**src/rtl/mul_pkg.sv**
```systemverilog
// Shared types for the shift-free repeated-addition multiplier: FSM states,
// control-word struct and the default operand width.
package mul_pkg;

  localparam int unsigned WIDTH_DEF = 16;

  typedef enum logic [2:0] {
    IDLE,
    LOAD_A,
    LOAD_B,
    MULT,
    DONE
  } state_t;

  typedef struct packed {
    logic ldA;
    logic ldB;
    logic ldP;
    logic clrP;
    logic decB;
    logic done;
  } ctl_t;

  // Moore control word asserted while sitting in state s.
  function automatic ctl_t ctl_for(state_t s);
    ctl_t c;
    c = '0;
    case (s)
      LOAD_A: c.ldA = 1'b1;
      LOAD_B: begin
        c.ldB  = 1'b1;
        c.clrP = 1'b1;
      end
      MULT: begin
        c.ldP  = 1'b1;
        c.decB = 1'b1;
      end
      DONE:    c.done = 1'b1;
      default: c = '0;
    endcase
    return c;
  endfunction

endpackage

```
**src/rtl/mul_if.sv**
```systemverilog
// Operand/result bus of the multiplier. The ovf signal exists only when
// MUL_OVF_EN is defined.
interface mul_if #(
  parameter int unsigned WIDTH = 16
);
  logic             start;
  logic [WIDTH-1:0] data_in;
  logic             done;
  logic [WIDTH-1:0] product;
`ifdef MUL_OVF_EN
  logic             ovf;

  modport master (output start, output data_in, input done, input product, input ovf);
  modport slave  (input start, input data_in, output done, output product, output ovf);
`else
  modport master (output start, output data_in, input done, input product);
  modport slave  (input start, input data_in, output done, output product);
`endif
endinterface

```
**src/rtl/mul_controller.sv**
```systemverilog
// Five-state Moore controller for the multiplier; every control output is
// registered alongside the state it belongs to.
module mul_controller
  import mul_pkg::*;
(
  input  logic clk,
  input  logic rst,
  input  logic start,
  input  logic eqz,
  output logic ldA,
  output logic ldB,
  output logic ldP,
  output logic clrP,
  output logic decB,
  output logic done
);

  state_t state;
  ctl_t   ctl;

  // Outputs are loaded with the control word of the state being entered,
  // so they change on the same edge as the state register.
  always_ff @(posedge clk) begin
    if (rst) begin
      state <= IDLE;
      ctl   <= '0;
    end else begin
      case (state)
        IDLE: begin
          if (start) begin
            state <= LOAD_A;
            ctl   <= ctl_for(LOAD_A);
          end else begin
            state <= IDLE;
            ctl   <= ctl_for(IDLE);
          end
        end
        LOAD_A: begin
          state <= LOAD_B;
          ctl   <= ctl_for(LOAD_B);
        end
        LOAD_B: begin
          state <= MULT;
          ctl   <= ctl_for(MULT);
        end
        MULT: begin
          if (eqz) begin
            state <= DONE;
            ctl   <= ctl_for(DONE);
          end else begin
            state <= MULT;
            ctl   <= ctl_for(MULT);
          end
        end
        DONE: begin
          if (start) begin
            state <= DONE;
            ctl   <= ctl_for(DONE);
          end else begin
            state <= IDLE;
            ctl   <= ctl_for(IDLE);
          end
        end
        default: begin
          state <= IDLE;
          ctl   <= '0;
        end
      endcase
    end
  end

  assign ldA  = ctl.ldA;
  assign ldB  = ctl.ldB;
  assign ldP  = ctl.ldP;
  assign clrP = ctl.clrP;
  assign decB = ctl.decB;
  assign done = ctl.done;

endmodule

```
**src/rtl/mul_datapath.sv**
```systemverilog
// Repeated-addition multiplier: A/B/P registers and adder driven by
// mul_controller. Optional sticky overflow flag under MUL_OVF_EN.
module mul_datapath
  import mul_pkg::*;
#(
  parameter int unsigned WIDTH = WIDTH_DEF
) (
  input logic  clk,
  input logic  rst,
  mul_if.slave bus
);

  logic [WIDTH-1:0] A;
  logic [WIDTH-1:0] B;
  logic [WIDTH-1:0] P;
  logic             eqz;
  logic             ldA, ldB, ldP, clrP, decB, done;

  assign eqz = (B == '0);

  mul_controller u_ctrl (
    .clk   (clk),
    .rst   (rst),
    .start (bus.start),
    .eqz   (eqz),
    .ldA   (ldA),
    .ldB   (ldB),
    .ldP   (ldP),
    .clrP  (clrP),
    .decB  (decB),
    .done  (done)
  );

`ifdef MUL_OVF_EN
  logic [WIDTH:0] sum;
  logic           ovf;
  assign sum = {1'b0, P} + {1'b0, A};
`else
  logic [WIDTH-1:0] sum;
  assign sum = P + A;
`endif

  // ldP/decB are Moore (asserted for all of MULT); the final MULT cycle,
  // where B has reached zero, must leave P and B untouched.
  always_ff @(posedge clk) begin
    if (rst) begin
      A <= '0;
      B <= '0;
      P <= '0;
    end else begin
      if (ldA) A <= bus.data_in;
      if (ldB) B <= bus.data_in;
      else if (decB && !eqz) B <= B - WIDTH'(1);
      if (clrP) P <= '0;
      else if (ldP && !eqz) P <= sum[WIDTH-1:0];
    end
  end

`ifdef MUL_OVF_EN
  always_ff @(posedge clk) begin
    if (rst || clrP) ovf <= 1'b0;
    else if (ldP && !eqz && sum[WIDTH]) ovf <= 1'b1;
  end
  assign bus.ovf = ovf;
`endif

  assign bus.done    = done;
  assign bus.product = P;

endmodule

```
**src/flat_wrapper.sv**
```systemverilog
// flat-port wrapper written by rule: the top's interface ports become plain ports
module mul_datapath_flat import mul_pkg::*;
#(
  parameter int unsigned WIDTH = WIDTH_DEF
)
  (clk, rst, bus_start, bus_data_in, bus_done, bus_product);
  mul_if #(.WIDTH(WIDTH)) bus_i ();
  input logic clk;
  input logic rst;
  input wire logic [$bits(bus_i.start)-1:0] bus_start;
  input wire logic [$bits(bus_i.data_in)-1:0] bus_data_in;
  output wire logic [$bits(bus_i.done)-1:0] bus_done;
  output wire logic [$bits(bus_i.product)-1:0] bus_product;
  assign bus_i.start = bus_start;
  assign bus_i.data_in = bus_data_in;
  assign bus_done = bus_i.done;
  assign bus_product = bus_i.product;
  mul_datapath #(.WIDTH(WIDTH)) u_core (.clk(clk), .rst(rst), .bus(bus_i));
endmodule
```
**config.mk**
```make
export PLATFORM = sky130hd
export DESIGN_NAME = mul_datapath_flat
export DESIGN_NICKNAME = d
export VERILOG_FILES = /design/src/rtl/mul_pkg.sv /design/src/rtl/mul_if.sv /design/src/rtl/mul_controller.sv /design/src/rtl/mul_datapath.sv /design/src/flat_wrapper.sv
export SDC_FILE = /design/constraint.sdc
export NUM_CORES = 1
export LEC_CHECK = 0
export BUFFER_PORTS_ARGS = -buffer_cell sky130_fd_sc_hd__buf_2
export CORE_AREA = 3 3 96 62
export CTS_BUF_LIST = sky130_fd_sc_hd__clkbuf_2 sky130_fd_sc_hd__clkbuf_4 sky130_fd_sc_hd__clkbuf_8
export DETAILED_ROUTE_END_ITERATION = 12
export DIE_AREA = 0 0 99 65
export HOLD_SLACK_MARGIN = 0.03
export MAX_ROUTING_LAYER = met4
export PLACE_DENSITY = 0.86
export SYNTH_ARGS = -nofsm -noshare
export SYNTH_HDL_FRONTEND = slang
export SYNTH_SLANG_ARGS = --single-unit
export TNS_END_PERCENT = 50
```
**constraint.sdc**
```tcl
create_clock -name clk -period 3.1 [get_ports clk]
set_clock_uncertainty 0.1 [all_clocks]
set_input_delay 0.465 -clock clk [delete_from_list [all_inputs] [get_ports clk]]
set_output_delay 0.465 -clock clk [all_outputs]
set_load 0.01 [all_outputs]
```
======== Word level (Yosys, flattened, before mapping) ========
Index checks and enable logic that the tools add are counted.
operators by class
  add/subtract/negate cells ............... 2
  multipliers ............................. 0
  div/mod/pow operators ................... 0
  order comparisons ....................... 0
  eq/ne operators ......................... 4
  shift operators ......................... 0
  multiplexer cells ....................... 10
  bitwise gates (word level) .............. 0
  reductions and logical operators ........ 7
operators by type and width
  cell                                                                   count
  16-bit two-way mux                                                     2
  6-bit case mux with 5 select lines                                     1
  16-bit adder                                                           1
  16-bit zero test                                                       1
  16-bit by 1-bit subtractor with 16-bit output (second input constant)  1
  3-bit case mux with 5 select lines                                     1
  3-bit by 2-bit == test with 1-bit output (second input constant)       2
  3-bit two-way mux                                                      2
  6-bit two-way mux                                                      1
  4-bit two-way mux                                                      1
  3-bit by 1-bit == test with 1-bit output (second input constant)       1
  3-bit == test (second input constant)                                  1
  3-bit zero test                                                        1
  1-bit logical AND                                                      2
  1-bit two-way mux                                                      2
  2-bit nonzero test                                                     1
  2-bit OR reduction                                                     1
  1-bit zero test                                                        1
storage, ports and cells
  flip-flop bits (word level) ............. 57
  bits in latches ......................... 0
  RAM bits ................................ 0
  ROM bits ................................ 0
  bits of input ports ..................... 19
  logic and storage cells ................. 33
  memories kept ........................... 0

======== Longest topological paths before layout ========
  word-level depth ........................ 5
  mapped depth ............................ 9

======== By module ========
A second synthesis with hierarchy kept.
second synthesis, totals
  cell total of the unflattened synthesis .. 350
  area total of the unflattened synthesis .. 3,054.2 um^2
by module, submodules not included
  module          instances  cells each  area an instance (um^2)
  mul_datapath    1          329         2,819.0
  mul_controller  1          21          235.2

======== Worst setup path before layout ========
No wires, ideal clock.
  kind .................................... register -> register
  from .................................... register u_core.P[0] (netlist: u_core.bus.product[0])
  to ...................................... register u_core.P[14] (netlist: u_core.bus.product[14])
  arrival ................................. 2.000 ns
  data required time ...................... 2.938 ns
  slack ................................... 0.938 ns
  stages on the path, launching flop included .. 10
  buffers on the path ..................... 0
  period minus slack after synthesis ...... 2.162 ns
  cell sequence ........................... dfxtp_1 -> ha_1 -> inv_1 -> fa_1 -> nor2b_1 -> o31a_1 -> o211ai_1 -> a21oi_1 -> or4_1 -> nand3_1
on the way
  cells in the longest elaborated chain, start to end .. 1
ends and longest elaborated chain
  item                    RTL line            RTL
  from (decl)             mul_datapath.sv:15  logic [WIDTH-1:0] P;
  from (signal assigned)  mul_datapath.sv:55  else if (ldP && !eqz) P <= sum[WIDTH-1:0];
  16-bit adder            mul_datapath.sv:40  assign sum = P + A;
No other way between the ends.
A chain may end at the register's enable or synchronous reset.

======== Final worst setup path ========
  from .................................... register u_core.P[0] (netlist: u_core.bus.product[0])
  to ...................................... register u_core.P[10] (netlist: u_core.bus.product[10])
Same word-level chain as after synthesis.

==> results.yml <==
status:
  status: "finished clean"
global_routing:
  grt_antenna_before_repair: 0
  grt_remaining_overflow: 0
  grt_start_max_net_pins: 39
  grt_pass1_vias: 2462
  grt_usage: 0.234
  grt_pass1_wl_um: 11700
clock_tree:
  clk_latency_ps: 310
  cts_hold_buf: 0
  cts_root_buf: "clkbuf_8"
  clock_path_buffers: 2
  htreeDepth: 2
  numCtsBuffers: 5
  cts_setup_buffers: 0
  clk_pin_slew_worst_paths_ps: 90
  cts.sinks: 54
  cts_tree: "done"
  cts_resized: 0
route:
  vias: 2696
  viasPerCell: 5.99
  final_antenna_net_count: 0
  drc_errors: 0
  drt_iter0_drc: 145
  wire_per_inst_um: 15.7
  wl_um: 7080
  first_pass_iters: 4
min_path:
  hold_class: "in2reg"
cells_and_area:
  nets: 419
  stdcell_area_sq_mm: 0.00335
  diodes: 0
  area_delta_synth_final_pct: 10.4
  drive_gt1_frac: 0.167
  fill_cells: 440
placed_design:
  gp_congestion: 0.901
  post-dp-hpwl_um: 5230
  io_buffers: 35
  placed_area_sq_mm: 0.00324
setup_path:
  path_cells: "ha_1, inv_1, fa_1, nor2b_1, o31a_1, o211ai_1, a21boi_0, nor3_1, o31ai_1"
  slowest_stage: "dfxtp_1"
  worstPathRequired_ps: 3220
  critical-path-top-delay-family: "compound AO/OA/AOI/OAI gates"
  r2r_slack_ps: 630
  cp-end-kind: "flip-flop"
  critPathKind: "reg2reg"
  start_kind: "flip-flop"
  crit_arrival_ps: 2590
  crit_fanout: 4
  crit_path_max_incr_delay_ps: 380
  critPathBufInv: 1
timing:
  tightest_slew_ps: 979
  rsz0062_at_grt: "false"
  min_period_ps: 2470
  max-slew-margin-rel: 0.346
  setup_viol: 0
  post-route-period-util: 0.796
  maxSlewViolCount: 0
  hold_viol_final: 0
  maxClockFrequency_mhz: 405
  tns_ps: 0
logic_synthesis:
  synth_fp_nets: 389
  synth_cells: 353
  yosys_warnings: 0
  synth_cell_types: 57
  syn_area_per_cell_sq_um: 8.60
  syn-cell-area_sq_mm: 0.00304
  synth_edf_count: 0
  ys_seq_area_frac: 0.356
  async_reset_ff_frac: 0
  ys.flop_type: "dfxtp_1"
  synth-seq-cells: 54
floorplanning:
  io_pins: 36
  core_sq_mm: 0.00503
  die_y_um: 65
  fp.dieArea_sq_mm: 0.00644
  initial_core_util: 0.604
  die_w_um: 99
  core.rowCount: 20
power_and_ir_drop:
  p_leak_nw: 1.34
  power.density_mw_per_mm2: 509
  ir_drop_uv: 274
job:
  cap_violations: 0
-- registers in the layout, indices dropped and copies added (netlist names) --
signal	count
u_core.bus.product	16
u_core.A	16
u_core.u_ctrl.ldB	1
u_core.u_ctrl.done	1
u_core.B	16
u_core.u_ctrl.state	2
u_core.u_ctrl.ldA	1
u_core.u_ctrl.ldP	1
-- report_power, final --
group | switching, mW | leakage, nW | internal, mW
Sequential | 0.0651 | 0.439 | 0.743
Clock | 0.232 | 0.0593 | 0.260
Combinational | 0.242 | 0.845 | 0.167
-- cell families after synthesis --
| logic type | count (synthesis) | synth area share |
|---|---|---|
| and+or+nand+nor | 139 | 0.246 |
| muxes | 16 | 0.0527 |
| DFF | 54 | 0.356 |
| buffers and inverters | 25 | 0.0379 |
| xor gates and xnor gates | 14 | 0.0404 |
| AOI/OAI and AO/OA | 88 | 0.194 |
| adders and majority gates | 17 | 0.0725 |
-- cell usage in the layout (no fill, tap or decap), types with 3 or more instances in the layout --
cell / n
buf_2: 35
buf_4: 3
o211ai_1: 4
nand3_1: 13
a211oi_1: 9
o21ai_0: 12
clkbuf_8: 5
nor2b_1: 4
mux2i_1: 16
nor2_1: 41
xnor2_1: 11
a21o_1: 4
o21a_1: 7
nor3_1: 15
a21oi_1: 26
nor4b_1: 3
dfxtp_1: 54
a31oi_1: 5
xor2_1: 3
inv_1: 10
ha_1: 16
o2111ai_1: 4
nand2_1: 29
or2_2: 3
or3_1: 4
nor4_1: 3
-- stage by stage --
step           power [mW]  setup WS [ps]  utilization  cells  hold WS, ps
5_1_grt              1.80            381        0.667    450          298
2_1_floorplan        1.13            938            -    353          365
6_report             1.71            631        0.667    450          297
4_1_cts              1.71            639        0.667    450          292
3_5_place_dp         1.23            647        0.644    442          371
3_3_place_gp         1.21            854        0.644    442          358
-- synth_stat cells (3+ instances only) --
| master | instances | area, sq um |
|---|---|---|
| nor4b_1 | 3 | 26.3 |
| o21ai_0 | 12 | 60.1 |
| o21a_1 | 7 | 52.6 |
| nor4_1 | 3 | 18.8 |
| a21oi_1 | 26 | 130 |
| o211ai_1 | 4 | 30.0 |
| xor2_1 | 3 | 26.3 |
| or2_2 | 3 | 18.8 |
| nand3_1 | 13 | 65.1 |
| xnor2_1 | 11 | 96.3 |
| mux2i_1 | 16 | 160 |
| ha_1 | 16 | 200 |
| or3_1 | 4 | 25.0 |
| o2111ai_1 | 4 | 35.0 |
| nor2b_1 | 4 | 25.0 |
| a21o_1 | 4 | 30.0 |
| nor2_1 | 41 | 154 |
| clkbuf_1 | 9 | 33.8 |
| nor3_1 | 15 | 75.1 |
| dfxtp_1 | 54 | 1080 |
| a31oi_1 | 5 | 31.3 |
| a211oi_1 | 9 | 67.6 |
| inv_1 | 10 | 37.5 |
| nand2_1 | 29 | 109 |
-- worst register-to-register path: stages, from the launching register on --
cell,delay [ps]
dfxtp_1,380
ha_1,170
inv_1,50
fa_1,370
nor2b_1,240
o31a_1,260
o211ai_1,170
a21boi_0,270
nor3_1,100
o31ai_1,270
-- path summary, 6_finish.rpt --
| kind | endpoint | cells past startpoint | from |
|---|---|---|---|
| max | u_core.bus.product[10] | 9 | u_core.bus.product[0] |
| min | u_core.B[2] | 3 | bus_data_in[2] |
| max reg2reg | u_core.bus.product[10] | 9 | u_core.bus.product[0] |
| min reg2reg | u_core.bus.product[5] | 2 | u_core.bus.product[5] |
-- final cells by class --
cell class / instances / area (sq um) / share of cell area
Clock inverter: 1 / 30.0 / 0.00896
Inverter: 10 / 37.5 / 0.0112
Tap cell: 66 / 82.6 / 0.0246
Clock buffer: 7 / 83.8 / 0.0250
Timing Repair Buffer: 38 / 198 / 0.0590
Sequential cell: 54 / 1080 / 0.322
Multi-Input combinational cell: 274 / 1840 / 0.549
-- metal layers --
layer | global-route usage | routed length, um | up-vias
met4 | 0.0494 | 76 | 0
met3 | 0.0559 | 396 | 12
li1 | - | - | 1347
met5 | - | 0 | -
met1 | 0.313 | 3460 | 1251
met2 | 0.362 | 3140 | 86
Power figures use the tool's default switching activity.
